File: src/rtl/imm_gen_pkg.sv
// rtl/imm_gen_pkg.sv - shared types and opcode constants for the immediate generator stage
package imm_gen_pkg;

    localparam int XLEN_MAX = 64;
    localparam int NUM_FMT  = 6;

    typedef enum logic [2:0] {
        FMT_NONE = 3'd0,
        FMT_I    = 3'd1,
        FMT_S    = 3'd2,
        FMT_B    = 3'd3,
        FMT_U    = 3'd4,
        FMT_J    = 3'd5
    } fmt_e;

    localparam logic [6:0] OPC_LOAD      = 7'b0000011;
    localparam logic [6:0] OPC_OP_IMM    = 7'b0010011;
    localparam logic [6:0] OPC_JALR      = 7'b1100111;
    localparam logic [6:0] OPC_MISC_MEM  = 7'b0001111;
    localparam logic [6:0] OPC_SYSTEM    = 7'b1110011;
    localparam logic [6:0] OPC_STORE     = 7'b0100011;
    localparam logic [6:0] OPC_BRANCH    = 7'b1100011;
    localparam logic [6:0] OPC_LUI       = 7'b0110111;
    localparam logic [6:0] OPC_AUIPC     = 7'b0010111;
    localparam logic [6:0] OPC_JAL       = 7'b1101111;
    localparam logic [6:0] OPC_OP        = 7'b0110011;
    localparam logic [6:0] OPC_OP_IMM_32 = 7'b0011011;
    localparam logic [6:0] OPC_OP_32     = 7'b0111011;

    // Fields sized for the widest datapath; narrower builds zero the upper bits.
    typedef struct packed {
        logic [XLEN_MAX-1:0] imm;
        fmt_e                fmt;
        logic [XLEN_MAX-1:0] target;
        logic                illegal;
    } imm_entry_t;

endpackage

File: src/rtl/imm_gen_if.sv
// rtl/imm_gen_if.sv - instruction-in / decoded-immediate-out handshake bundle
interface imm_gen_if #(
    parameter int XLEN = 32
);
    logic            in_valid;
    logic            in_ready;
    logic [31:0]     in_inst;
    logic [XLEN-1:0] in_pc;
    logic            flush;
    logic            out_valid;
    logic            out_ready;
    logic [XLEN-1:0] out_imm;
    logic [2:0]      out_fmt;
    logic [XLEN-1:0] out_target;
    logic            out_illegal;

    modport master (
        output in_valid, in_inst, in_pc, flush, out_ready,
        input  in_ready, out_valid, out_imm, out_fmt, out_target, out_illegal
    );

    modport slave (
        input  in_valid, in_inst, in_pc, flush, out_ready,
        output in_ready, out_valid, out_imm, out_fmt, out_target, out_illegal
    );
endinterface

File: src/rtl/imm_gen_fifo.sv
// rtl/imm_gen_fifo.sv - DEPTH-entry FIFO of decoded entries with flush and async reset
module imm_gen_fifo #(
    parameter int  DEPTH   = 2,
    parameter type entry_t = logic [7:0]
) (
    input  logic   clk,
    input  logic   rst_n,
    input  logic   flush,
    input  logic   push,
    input  entry_t wdata,
    input  logic   pop,
    output entry_t rdata,
    output logic   full,
    output logic   empty
);
    localparam int PTR_W = (DEPTH > 1) ? $clog2(DEPTH) : 1;
    localparam int CNT_W = $clog2(DEPTH + 1);

    entry_t             mem [DEPTH];
    logic [PTR_W-1:0]   wr_ptr;
    logic [PTR_W-1:0]   rd_ptr;
    logic [CNT_W-1:0]   count;
    logic               do_push;
    logic               do_pop;

    function automatic logic [PTR_W-1:0] ptr_inc(input logic [PTR_W-1:0] p);
        return (p == PTR_W'(DEPTH - 1)) ? '0 : p + PTR_W'(1);
    endfunction

    assign full    = (count == CNT_W'(DEPTH));
    assign empty   = (count == '0);
    // Flush wins over both push and pop in the same cycle.
    assign do_push = push && !full && !flush;
    assign do_pop  = pop && !empty && !flush;

    always_ff @(posedge clk or negedge rst_n) begin
        if (!rst_n) begin
            wr_ptr <= '0;
            rd_ptr <= '0;
            count  <= '0;
        end else if (flush) begin
            wr_ptr <= '0;
            rd_ptr <= '0;
            count  <= '0;
        end else begin
            if (do_push) wr_ptr <= ptr_inc(wr_ptr);
            if (do_pop)  rd_ptr <= ptr_inc(rd_ptr);
            case ({do_push, do_pop})
                2'b10:   count <= count + CNT_W'(1);
                2'b01:   count <= count - CNT_W'(1);
                default: ;
            endcase
        end
    end

    always_ff @(posedge clk) begin
        if (do_push) mem[wr_ptr] <= wdata;
    end

    assign rdata = mem[rd_ptr];

endmodule

File: src/rtl/imm_gen_stage.sv
// rtl/imm_gen_stage.sv - RISC-V immediate/format/target decode into an output FIFO; IMM_GEN_PERF_EN adds per-format pop counters
module imm_gen_stage
    import imm_gen_pkg::*;
#(
    parameter int XLEN  = 32,
    parameter int DEPTH = 2
) (
    input  logic                         clk,
    input  logic                         rst_n,
    imm_gen_if.slave                     bus
`ifdef IMM_GEN_PERF_EN
    ,
    output logic [NUM_FMT-1:0][15:0]     perf_cnt
`endif
);
    logic [31:0]        inst;
    logic [6:0]         opcode;
    fmt_e               fmt;
    logic               illegal;
    logic               use_target;
    logic signed [31:0] imm_i, imm_s, imm_b, imm_u, imm_j;
    logic [XLEN-1:0]    imm;
    logic [XLEN-1:0]    target;
    imm_entry_t         wr_entry;
    imm_entry_t         head;
    logic               push, pop, full, empty;

    assign inst   = bus.in_inst;
    assign opcode = inst[6:0];

    assign imm_i = {{20{inst[31]}}, inst[31:20]};
    assign imm_s = {{20{inst[31]}}, inst[31:25], inst[11:7]};
    assign imm_b = {{20{inst[31]}}, inst[7], inst[30:25], inst[11:8], 1'b0};
    assign imm_u = {inst[31:12], 12'b0};
    assign imm_j = {{12{inst[31]}}, inst[19:12], inst[20], inst[30:21], 1'b0};

    always_comb begin
        fmt        = FMT_NONE;
        illegal    = 1'b0;
        use_target = 1'b0;
        if (inst[1:0] != 2'b11) begin
            illegal = 1'b1;
        end else begin
            case (opcode)
                OPC_LOAD, OPC_OP_IMM, OPC_JALR,
                OPC_MISC_MEM, OPC_SYSTEM: fmt = FMT_I;
                OPC_STORE:                fmt = FMT_S;
                OPC_BRANCH: begin
                    fmt        = FMT_B;
                    use_target = 1'b1;
                end
                OPC_LUI:                  fmt = FMT_U;
                OPC_AUIPC: begin
                    fmt        = FMT_U;
                    use_target = 1'b1;
                end
                OPC_JAL: begin
                    fmt        = FMT_J;
                    use_target = 1'b1;
                end
                OPC_OP:                   fmt = FMT_NONE;
                OPC_OP_IMM_32: begin
                    if (XLEN == 64) fmt = FMT_I;
                    else            illegal = 1'b1;
                end
                OPC_OP_32: begin
                    if (XLEN != 64) illegal = 1'b1;
                end
                default:                  illegal = 1'b1;
            endcase
        end
    end

    // Signed 32-bit immediates sign-extend to XLEN through the size cast.
    always_comb begin
        imm = '0;
        case (fmt)
            FMT_I:   imm = XLEN'(imm_i);
            FMT_S:   imm = XLEN'(imm_s);
            FMT_B:   imm = XLEN'(imm_b);
            FMT_U:   imm = XLEN'(imm_u);
            FMT_J:   imm = XLEN'(imm_j);
            default: imm = '0;
        endcase
    end

    assign target = use_target ? (bus.in_pc + imm) : '0;

    always_comb begin
        wr_entry         = '0;
        wr_entry.imm     = XLEN_MAX'(imm);
        wr_entry.fmt     = fmt;
        wr_entry.target  = XLEN_MAX'(target);
        wr_entry.illegal = illegal;
    end

    assign push = bus.in_valid && bus.in_ready;
    assign pop  = bus.out_valid && bus.out_ready;

    imm_gen_fifo #(
        .DEPTH   (DEPTH),
        .entry_t (imm_entry_t)
    ) u_fifo (
        .clk   (clk),
        .rst_n (rst_n),
        .flush (bus.flush),
        .push  (push),
        .wdata (wr_entry),
        .pop   (pop),
        .rdata (head),
        .full  (full),
        .empty (empty)
    );

    assign bus.in_ready  = !full;
    assign bus.out_valid = !empty;

    // Storage is not reset, so payload outputs are forced to zero while empty.
    assign bus.out_imm     = bus.out_valid ? head.imm[XLEN-1:0]    : '0;
    assign bus.out_fmt     = bus.out_valid ? head.fmt              : FMT_NONE;
    assign bus.out_target  = bus.out_valid ? head.target[XLEN-1:0] : '0;
    assign bus.out_illegal = bus.out_valid ? head.illegal          : 1'b0;

    if (XLEN < XLEN_MAX) begin : g_trim
        logic unused_hi;
        assign unused_hi = ^{head.imm[XLEN_MAX-1:XLEN], head.target[XLEN_MAX-1:XLEN]};
    end

`ifdef IMM_GEN_PERF_EN
    always_ff @(posedge clk or negedge rst_n) begin
        if (!rst_n) begin
            perf_cnt <= '0;
        end else if (pop && !bus.flush) begin
            if (perf_cnt[head.fmt] != 16'hFFFF)
                perf_cnt[head.fmt] <= perf_cnt[head.fmt] + 16'd1;
        end
    end
`endif

endmodule

File: src/flat_wrapper.sv
// flat-port wrapper written by rule: the top's interface ports become plain ports
module imm_gen_stage_flat import imm_gen_pkg::*;
#(
    parameter int XLEN  = 32,
    parameter int DEPTH = 2
)
  (clk, rst_n, bus_in_valid, bus_in_inst, bus_in_pc, bus_flush, bus_out_ready, bus_in_ready, bus_out_valid, bus_out_imm, bus_out_fmt, bus_out_target, bus_out_illegal);
  imm_gen_if #(.XLEN(XLEN)) bus_i ();
  input  logic clk;
  input  logic rst_n;
  input wire logic [$bits(bus_i.in_valid)-1:0] bus_in_valid;
  input wire logic [$bits(bus_i.in_inst)-1:0] bus_in_inst;
  input wire logic [$bits(bus_i.in_pc)-1:0] bus_in_pc;
  input wire logic [$bits(bus_i.flush)-1:0] bus_flush;
  input wire logic [$bits(bus_i.out_ready)-1:0] bus_out_ready;
  output wire logic [$bits(bus_i.in_ready)-1:0] bus_in_ready;
  output wire logic [$bits(bus_i.out_valid)-1:0] bus_out_valid;
  output wire logic [$bits(bus_i.out_imm)-1:0] bus_out_imm;
  output wire logic [$bits(bus_i.out_fmt)-1:0] bus_out_fmt;
  output wire logic [$bits(bus_i.out_target)-1:0] bus_out_target;
  output wire logic [$bits(bus_i.out_illegal)-1:0] bus_out_illegal;
  assign bus_i.in_valid = bus_in_valid;
  assign bus_i.in_inst = bus_in_inst;
  assign bus_i.in_pc = bus_in_pc;
  assign bus_i.flush = bus_flush;
  assign bus_i.out_ready = bus_out_ready;
  assign bus_in_ready = bus_i.in_ready;
  assign bus_out_valid = bus_i.out_valid;
  assign bus_out_imm = bus_i.out_imm;
  assign bus_out_fmt = bus_i.out_fmt;
  assign bus_out_target = bus_i.out_target;
  assign bus_out_illegal = bus_i.out_illegal;
  imm_gen_stage #(.XLEN(XLEN), .DEPTH(DEPTH)) u_core (.clk(clk), .rst_n(rst_n), .bus(bus_i));
endmodule
File: config.mk
export PLATFORM = sky130hd
export DESIGN_NAME = imm_gen_stage_flat
export DESIGN_NICKNAME = d
export VERILOG_FILES = /design/src/rtl/imm_gen_pkg.sv /design/src/rtl/imm_gen_if.sv /design/src/rtl/imm_gen_fifo.sv /design/src/rtl/imm_gen_stage.sv /design/src/flat_wrapper.sv
export SDC_FILE = /design/constraint.sdc
export NUM_CORES = 1
export LEC_CHECK = 0
export ABC_CLOCK_PERIOD_IN_PS = 13900
export BUFFER_PORTS_ARGS = -buffer_cell sky130_fd_sc_hd__buf_2
export CAP_MARGIN = 25
export CORE_MARGIN = 2
export CORE_UTILIZATION = 61
export CTS_CLUSTER_DIAMETER = 100
export DETAILED_ROUTE_END_ITERATION = 8
export PLACE_DENSITY_LB_ADDON = 0.05
export SLEW_MARGIN = 20
export SYNTH_ARGS = -nofsm -noshare
export SYNTH_HDL_FRONTEND = slang
export SYNTH_HIERARCHICAL = 1
export SYNTH_SLANG_ARGS = --single-unit
File: constraint.sdc
create_clock -name clk -period 13.9 [get_ports clk]
set_input_delay 2.78 -clock clk [delete_from_list [all_inputs] [get_ports clk]]
set_output_delay 2.78 -clock clk [all_outputs]
set_load 0.02 [all_outputs]
-- After elaboration in Yosys (flattened, before gate mapping)
Memory sizes are Yosys's and may differ from the RTL's.
Index checks and enable logic that the tools add are counted.
- flip-flop bits (word level): 4
- RAM bits: 136
- input port bits: 69
- word-level logic and storage cells: 68
- memories kept: 1
- $add $sub $neg: 5
- eq/ne operators: 20
- mux-type cells: 22
- reductions and logical operators: 17
- memory list (memory ; depth ; width ; read ports ; clocked after memory_dff ; write ports ; line ; RTL):
    u_core.u_fifo.mem ; 2 ; 68 ; 1 ; 0 ; 1 ; imm_gen_fifo.sv:19 ; entry_t mem [DEPTH];
- operators by type and width (kind ; number):
    $pmux W32 S5 ; 1
    $mux W32 ; 3
    $add A32 B32 Y32 ; 1
    $eq A7 B7 Y1 const B ; 4
    $eq A7 B6 Y1 const B ; 3
    $pmux W3 S5 ; 1
    $eq A7 B5 Y1 const B ; 2
    $mux W1 ; 13
    $reduce_or A11 Y1 ; 1
    $eq A7 B2 Y1 const B ; 1
    $eq A7 B4 Y1 const B ; 1
    $eq A3 B2 Y1 const B ; 2
    $eq A3 B3 Y1 const B ; 2
    $logic_and A1 B1 Y1 ; 6
    $mux W3 ; 2
    $reduce_or A5 Y1 ; 1
    $eq A2 B2 Y1 const B ; 2
    $pmux W2 S2 ; 1
    $reduce_bool A2 Y1 ; 2
    $eq A3 B1 Y1 const B ; 1
    $logic_not A1 Y1 ; 3
    $reduce_bool A3 Y1 ; 1
    $reduce_or A3 Y1 ; 1
    $add A1 B1 Y1 const B ; 2
    other kinds (7) ; 7

-- Logic depth before layout (Yosys ltp)
Gate-level depths: netlist of run 1.
- word-level depth: 8
- gate-level depth with buffers: 18
- gate-level depth less buffers: 15

-- By module
Netlist of run 1, hierarchy kept.
- by module, submodules not included (module ; times used ; cells an instance ; area an instance (µm²) ; seq. area each (µm²)):
    imm_gen_fifo ; 1 ; 436 ; 9726.8 ; 8027.7
    imm_gen_stage ; 1 ; 483 ; 3047.9 ; 0.0

-- Worst setup path before layout of run 1
Ideal clock, no wire load.
- path kind: in2reg
- start: input bus_in_valid
- end: memory u_core/u_fifo/mem[1][0] (netlist bit) (enable)
- setup time: 0.811 ns
- arrival: 12.773 ns
- required time: 13.089 ns
- path slack: 0.315 ns
- stages on the path: 3
- path buffers: 0
- path through: nor2b_1 -> nand2b_1 -> nor3b_1
- longest elaborated chain between the ends: 5
- ends and longest elaborated chain (item ; line ; RTL):
    start: declaration ; flat_wrapper.sv:11 ; input wire logic [$bits(bus_i.in_valid)-1:0] bus_in_valid;
    $logic_and A1 B1 Y1 ; imm_gen_stage.sv:97 ; assign push = bus.in_valid && bus.in_ready;
    $logic_and A1 B1 Y1 (2 in a row) ; imm_gen_fifo.sv:33 ; assign do_push = push && !full && !flush;
    $mux W1 ; imm_gen_fifo.sv:57 ; if (do_push) mem[wr_ptr] <= wdata;
    $mux W1 (not written as such) ; imm_gen_fifo.sv:57 ;
    end: declaration ; imm_gen_fifo.sv:19 ;
No other way between the ends.

-- Worst setup path after layout of run 1
- start: input bus_in_inst[3]
- end: memory u_core/u_fifo/mem[0][32] (netlist bit) (data pin)
- longest elaborated chain between the ends: 8
- elaborated cells between the ends (all ways): 25
- classes of those cells: add/sub (1); eq/ne (15); mux (6); reduce/logical (3)
- ends and longest elaborated chain (item ; line ; RTL):
    start: declaration ; flat_wrapper.sv:12 ; input wire logic [$bits(bus_i.in_inst)-1:0] bus_in_inst;
    $eq A7 B2 Y1 (tied with other cells) ; imm_gen_stage.sv:44 ; case (opcode)
    $reduce_or A5 Y1 or $reduce_or A2 Y1 (tied branches) ; n/a ;
    $pmux W3 S5 (*) ; imm_gen_stage.sv:44 ;
    $mux W3 (*) ; imm_gen_stage.sv:41 ; if (inst[1:0] != 2'b11) begin
    $eq A3 B3 Y1 (tied with other cells) ; imm_gen_stage.sv:77 ; case (fmt)
    $pmux W32 S5 (*) ; imm_gen_stage.sv:77 ;
    named net u_core.imm[6] ; imm_gen_stage.sv:22 ; logic [XLEN-1:0] imm;
    $add A32 B32 Y32 (*) ; imm_gen_stage.sv:87 ; assign target = use_target ? (bus.in_pc + imm) : '0;
    $mux W32 (*) ; imm_gen_stage.sv:87 ;
    named net u_core.target[31] ; imm_gen_stage.sv:23 ; logic [XLEN-1:0] target;
Mark *: on every way through the listed nets, which the timed path passes. The rest lies on a longest branch.

==> results of run 1 <==
routing by layer:
layer  track usage, %  up-vias
li1                 -     2908
met1             35.9     2897
met2             48.7      224
met3             5.61       26
met4             8.46        0
met5                0        -
area by class of cell:
cell class,count,area [um2],share of cell area [%]
well taps,176,220,2.30
inverters,16,72.6,0.758
clock buffers,19,433,4.52
flip-flops and latches,140,4190,43.7
clock inverters,12,173,1.80
repair buffers,145,743,7.77
multi-input cells,525,3740,39.1
state kept, by name, summed over array words and instances, names as in the netlist:
name                  count
u_core/u_fifo/mem       136
u_core/u_fifo/rd_ptr      1
u_core/u_fifo/wr_ptr      1
u_core/u_fifo/count       2
worst max path at each step:
stage	cells after the start	slack [ns]	end	from
2_1_floorplan	3	5.12	u_core/u_fifo/mem[1][0]$_DFFE_PP_	bus_in_valid
3_3_place_gp	15	7.27	u_core/u_fifo/mem[0][31]$_DFFE_PP_	bus_in_inst[3]
3_5_place_dp	15	7.16	u_core/u_fifo/mem[0][31]$_DFFE_PP_	bus_in_inst[3]
4_1_cts	15	7.59	u_core/u_fifo/mem[1][31]$_DFFE_PP_	bus_in_inst[6]
5_1_grt	15	7.19	u_core/u_fifo/mem[0][32]$_DFFE_PP_	bus_in_inst[3]
6_report	15	7.52	u_core/u_fifo/mem[0][32]$_DFFE_PP_	bus_in_inst[3]
cells in the final DEF (no fill, tap or decap), drive strengths merged, types with 3 or more instances in the layout:
cell    instances
a211oi          6
a21boi          4
a21o           32
a21oi          35
a31oi           7
and2           13
and3            8
buf           145
bufinv          4
clkbuf         19
clkinv          8
dfrtp           4
edfxtp        136
ha             31
inv            15
mux2           69
mux2i           4
nand2          47
nand2b          8
nand3          13
nand4           6
nor2           45
nor2b          77
nor3           15
nor4            3
o211ai          5
o21a            7
o21ai          29
o21bai          5
or3             3
xnor2          10
xor2           12
metrics by stage:
step | worst slack, ns | area (um2)
after floorplan | 5.12 | 8190
after global placement | 7.27 | 8960
after detailed placement | 7.16 | 8960
after CTS | 7.59 | 9570
after global routing | 7.19 | 9570
final | 7.52 | 9570
where the power goes:
part	internal, uW	switching (uW)
clock	298	168
combinational	66.7	119
sequential	483	5.91
total	848	293
worst max-delay path, delay by kind of cell:
family | cells | cell delay, ns
and+or+nand+nor | 6 | 1.57
AOI/OAI and AO/OA | 7 | 1.75
buffers and inverters | 1 | 0.22
adders and majority gates | 1 | 0.29
==> impl_metrics.json, run 1 <==
{
  "syn_nets": 824,
  "syn2layout_area_growth_pct": 16.9,
  "crit_arrival_ns": 6.63,
  "hold_viol_final": 0,
  "crit_required_ns": 14.15,
  "ant_nets": 0,
  "critPathCaptureType": "flop",
  "core_area_mm2": 0.0132,
  "via_per_inst": 5.86,
  "die_h_um": 120,
  "clock_latency_ns": 0.42,
  "grtUsageTotal_pct": 28.1,
  "r2r_slack_ns": 11.32,
  "tritoncts": "done",
  "first_global_vias": 5915,
  "boundaryPins": 139,
  "nNetsFinal": 946,
  "outcome": "complete, no violations",
  "syn_inst": 723,
  "dp_hpwl_um": 14000,
  "finalCritPeriodShare_pct": 45.9,
  "rsz0062_at_grt": "no",
  "start_util_pct": 62.1,
  "cts_root_buffer": "clkbuf_16",
  "max_freq_ghz": 0.157,
  "holdWs_ns": 0.609,
  "setup_viol": 0,
  "grt-ovfl-total": 0,
  "crit_chain": "buf_2 > nor2b_1 > a21oi_1 > o22ai_1 > nand2b_1 > a21oi_1 > and2_1 > ha_1 > and2_1 > nor2_1 > o221ai_1 > o21ai_0 > a31oi_1 > or4b_1 > a41oi_2",
  "top_layer_used": "met4",
  "cts-root-to-sink-buffers": 2,
  "finalNonFillerCells": 1033,
  "synth_area_per_cell_um2": 11.3,
  "ir_drop_v": 0.000100,
  "vias": 6055,
  "period_minus_slack_ns": 6.38,
  "r2r_cells": 5,
  "wire_per_inst_um": 19.2,
  "drt_iter0_markers": 443,
  "yosysWarnings": 6,
  "post_cts_resized": 0,
  "hp-class": "flop to flop",
  "min_to": "u_core/u_fifo/wr_ptr$_DFFE_PN0P_",
  "cts_sinks": 140,
  "synth_area_mm2": 0.00819,
  "htree_levels": 4,
  "hold_depth": 2,
  "io_buffers": 138,
  "cts_inserted_buffers": 17,
  "crit_path_max_fanout": 14,
  "power.total_uw": 1140,
  "power_leakage_uw": 0.00394,
  "drc": 0,
  "antenna_found_initial": 0,
  "slew-limit-headroom_pct": 36.1,
  "cts_hold_buffers": 0,
  "fin_tns_setup_ns": 0,
  "fin_skew_ns": 0.00507,
  "dieArea_mm2": 0.0144,
  "reg2reg_from": "u_core/u_fifo/count[1]$_DFFE_PN0P_",
  "fillers": 950,
  "regToRegEndpoint": "u_core/u_fifo/mem[1][81]$_DFFE_PP_",
  "grt_max_degree": 70,
  "clkTransAtPathRegs_ns": 0.06,
  "dr_wl_met2_um": 10000,
  "cp_slowest_cell": "or4b_1",
  "drt_pass1_iterations": 5,
  "die_x_um": 120,
  "diodes": 0,
  "worstSetupPathType": "input port to flop",
  "slowest_delay_ns": 0.59,
  "p_per_area_mw_per_mm2": 119,
  "grt_pass1_wl_um": 30800,
  "drv_cap": 0,
  "rows": 42,
  "finalMaxSlewViolations": 0,
  "place_inst": 1002,
  "cts_setup_buffers": 0,
  "wl_met3_um": 1060,
  "routabilityCongestion": 0.941,
  "routed_wl_um": 19800,
  "finalCoreUtilization_pct": 72.5,
  "drive_above_1_share_pct": 21.9,
  "worst_pin_slew_ns": 0.958,
  "wl_met1_um": 8400,
  "min_from": "u_core/u_fifo/wr_ptr$_DFFE_PN0P_",
  "start_kind": "input port"
}
Power figures use the tool's default switching activity.
==> run 2, diff against run 1 <==
--- a/config.mk
+++ b/config.mk
@@ -5,7 +5,8 @@
 export SDC_FILE = /design/constraint.sdc
 export NUM_CORES = 1
 export LEC_CHECK = 0
-export ABC_CLOCK_PERIOD_IN_PS = 13900
+export ABC_AREA = 1
+export ABC_CLOCK_PERIOD_IN_PS = 6050
 export BUFFER_PORTS_ARGS = -buffer_cell sky130_fd_sc_hd__buf_2
 export CAP_MARGIN = 25
 export CORE_MARGIN = 2
==> constraint.sdc (replaced) <==
create_clock -name clk -period 6.05 [get_ports clk]
set_input_delay 1.21 -clock clk [delete_from_list [all_inputs] [get_ports clk]]
set_output_delay 1.21 -clock clk [all_outputs]
set_load 0.02 [all_outputs]
==> run 2 against run 1 <==
Worst setup slack got worse by 5.4 ns. Cell count increased by 39%. Critical path depth increased by 2. Worst hold slack got worse by 0.021 ns. Count of clock-buffer cells in the layout decreased by 2. Sequential cell count unchanged. Routed wire length increased by 9.5%.
==> impl_metrics.json, run 2 <==
{
  "power_leakage_uw": 0.00519,
  "outcome": "complete, no violations",
  "cts_root_buffer": "clkbuf_16",
  "die_h_um": 123,
  "grt_max_degree": 71,
  "fin_skew_ns": 0.00458,
  "power_frac_comb_pct": 34.6,
  "routabilityCongestion": 0.916,
  "critPathCaptureType": "flop",
  "crit_arrival_ns": 4.13,
  "boundaryPins": 139,
  "antenna_found_initial": 0,
  "cts_sinks": 140,
  "drive_above_1_share_pct": 17.1,
  "period_minus_slack_ns": 3.96,
  "setup_viol": 0,
  "cts_hold_buffers": 0,
  "dp_hpwl_um": 15800,
  "ant_nets": 0,
  "syn_nets": 1220,
  "core_area_mm2": 0.0139,
  "postLayoutCellArea_mm2": 0.0100,
  "max_freq_ghz": 0.253,
  "dieArea_mm2": 0.0151,
  "htree_levels": 4,
  "finalCritPeriodShare_pct": 65.4,
  "clock_latency_ns": 0.42,
  "reg.largest.list": "u_core/u_fifo/mem: 136 flops, u_core/u_fifo/count: 2 flops",
  "cts_inserted_buffers": 17,
  "ir_drop_v": 0.000224,
  "synth_area_mm2": 0.00864,
  "switching_share_pct": 37.1,
  "syn2layout_area_growth_pct": 16.1,
  "vias": 7489,
  "drv_cap": 0,
  "hp-class": "input port to async pin",
  "top_register": "u_core/u_fifo/mem",
  "die_x_um": 123,
  "power.total_uw": 3450,
  "clkPwrFrac_pct": 30.3,
  "first_global_vias": 6735,
  "via_per_inst": 5.20,
  "finalCoreUtilization_pct": 72.3,
  "drt_iter0_markers": 689,
  "synth_area_per_cell_um2": 7.72,
  "routed_wl_um": 21700,
  "grt-ovfl-total": 0,
  "worstSetupPathType": "input port to flop",
  "cts_setup_buffers": 0,
  "cts-root-to-sink-buffers": 2,
  "clkTransAtPathRegs_ns": 0.06,
  "place_inst": 1407,
  "worst_pin_slew_ns": 1.00,
  "internal_power_uw": 2170,
  "io_buffers": 138,
  "grtUsageTotal_pct": 29.6,
  "yosysWarnings": 6,
  "finalMaxSlewViolations": 0,
  "diodes": 0,
  "start_kind": "input port",
  "tritoncts": "done",
  "final_cell_mix": "nand2_1, inv_1, nor2_1",
  "fin_tns_setup_ns": 0,
  "rows": 43,
  "wire_per_inst_um": 15.1,
  "final_common_cell": "nand2_1",
  "slew-limit-headroom_pct": 33.1,
  "post_cts_resized": 0,
  "syn_inst": 1119,
  "hold_viol_final": 0,
  "place_area_mm2": 0.00943,
  "largest_reg_flops": 136,
  "drc": 0,
  "p_per_area_mw_per_mm2": 344,
  "pwr-share-seq_pct": 35.2,
  "drt_pass1_iterations": 5,
  "crit_required_ns": 6.22,
  "nNetsFinal": 1347,
  "power_switching_uw": 1280,
  "crit_path_max_fanout": 11,
  "start_util_pct": 62.3,
  "finalNonFillerCells": 1439,
  "grt_pass1_wl_um": 33600,
  "rsz0062_at_grt": "no"
}
[run 2: metrics by stage]
stage          setup slack, ns  hold WS [ns]
2_1_floorplan             1.46         0.508
5_1_grt                   1.83         0.582
4_1_cts                   2.15         0.579
3_5_place_dp              1.72         0.588
6_report                  2.09         0.588
3_3_place_gp              1.72         0.561
[run 2: final cells by class]
cell class,instances,area (um2)
fill,1147,3850
inverter,162,608
timing repair buffer,143,728
tap,180,225
clock inverter,15,173
sequential,140,4190
multi-input combinational,782,3690
clock buffer,17,425
[run 2: routing by layer]
metal  global-route usage [%]  vias to the layer above  wire [um]
met5                        0                        -          0
met4                     11.3                        0        559
met3                     6.00                       38       1600
met2                     51.1                      293      10700
met1                     36.8                     3383       8890
li1                         -                     3775          -
[run 2: power groups by stage]
stage / Clock (uW) / Sequential [uW] / Combinational (uW)
2_1_floorplan: 0 / 1230 / 851
3_3_place_gp: 0 / 1230 / 1190
3_5_place_dp: 0 / 1230 / 1200
4_1_cts: 1050 / 1210 / 1200
5_1_grt: 1090 / 1220 / 1340
6_report: 1040 / 1210 / 1190
[run 2: critical path, cell delays in order]
cell	delay, ns
buf_2	0.11
nand2_2	0.08
inv_1	0.07
nand2_4	0.09
inv_2	0.06
nand2_1	0.09
nand3_2	0.18
o31ai_4	0.44
nand2_1	0.22
ha_1	0.46
nand2_1	0.12
nor2_1	0.28
nand2_1	0.13
nor4_1	0.19
nand2_1	0.15
a21oi_1	0.15
nor2_1	0.08
[run 2: path summary, 6_finish.rpt]
path                                                    start                            endpoint  slack [ns]  cells after the start
setup / recovery                               bus_in_inst[1]  u_core/u_fifo/mem[0][28]$_DFFE_PP_        2.09                     17
hold / removal                                          rst_n    u_core/u_fifo/wr_ptr$_DFFE_PN0P_        0.59                      1
setup reg to reg           u_core/u_fifo/count[0]$_DFFE_PN0P_  u_core/u_fifo/mem[0][21]$_DFFE_PP_        3.29                      9
hold reg to reg              u_core/u_fifo/wr_ptr$_DFFE_PN0P_    u_core/u_fifo/wr_ptr$_DFFE_PN0P_        0.59                      2
max in group asynchronous                               rst_n    u_core/u_fifo/rd_ptr$_DFFE_PN0P_        5.33                      1
min in group clk             u_core/u_fifo/wr_ptr$_DFFE_PN0P_    u_core/u_fifo/wr_ptr$_DFFE_PN0P_        0.59                      2
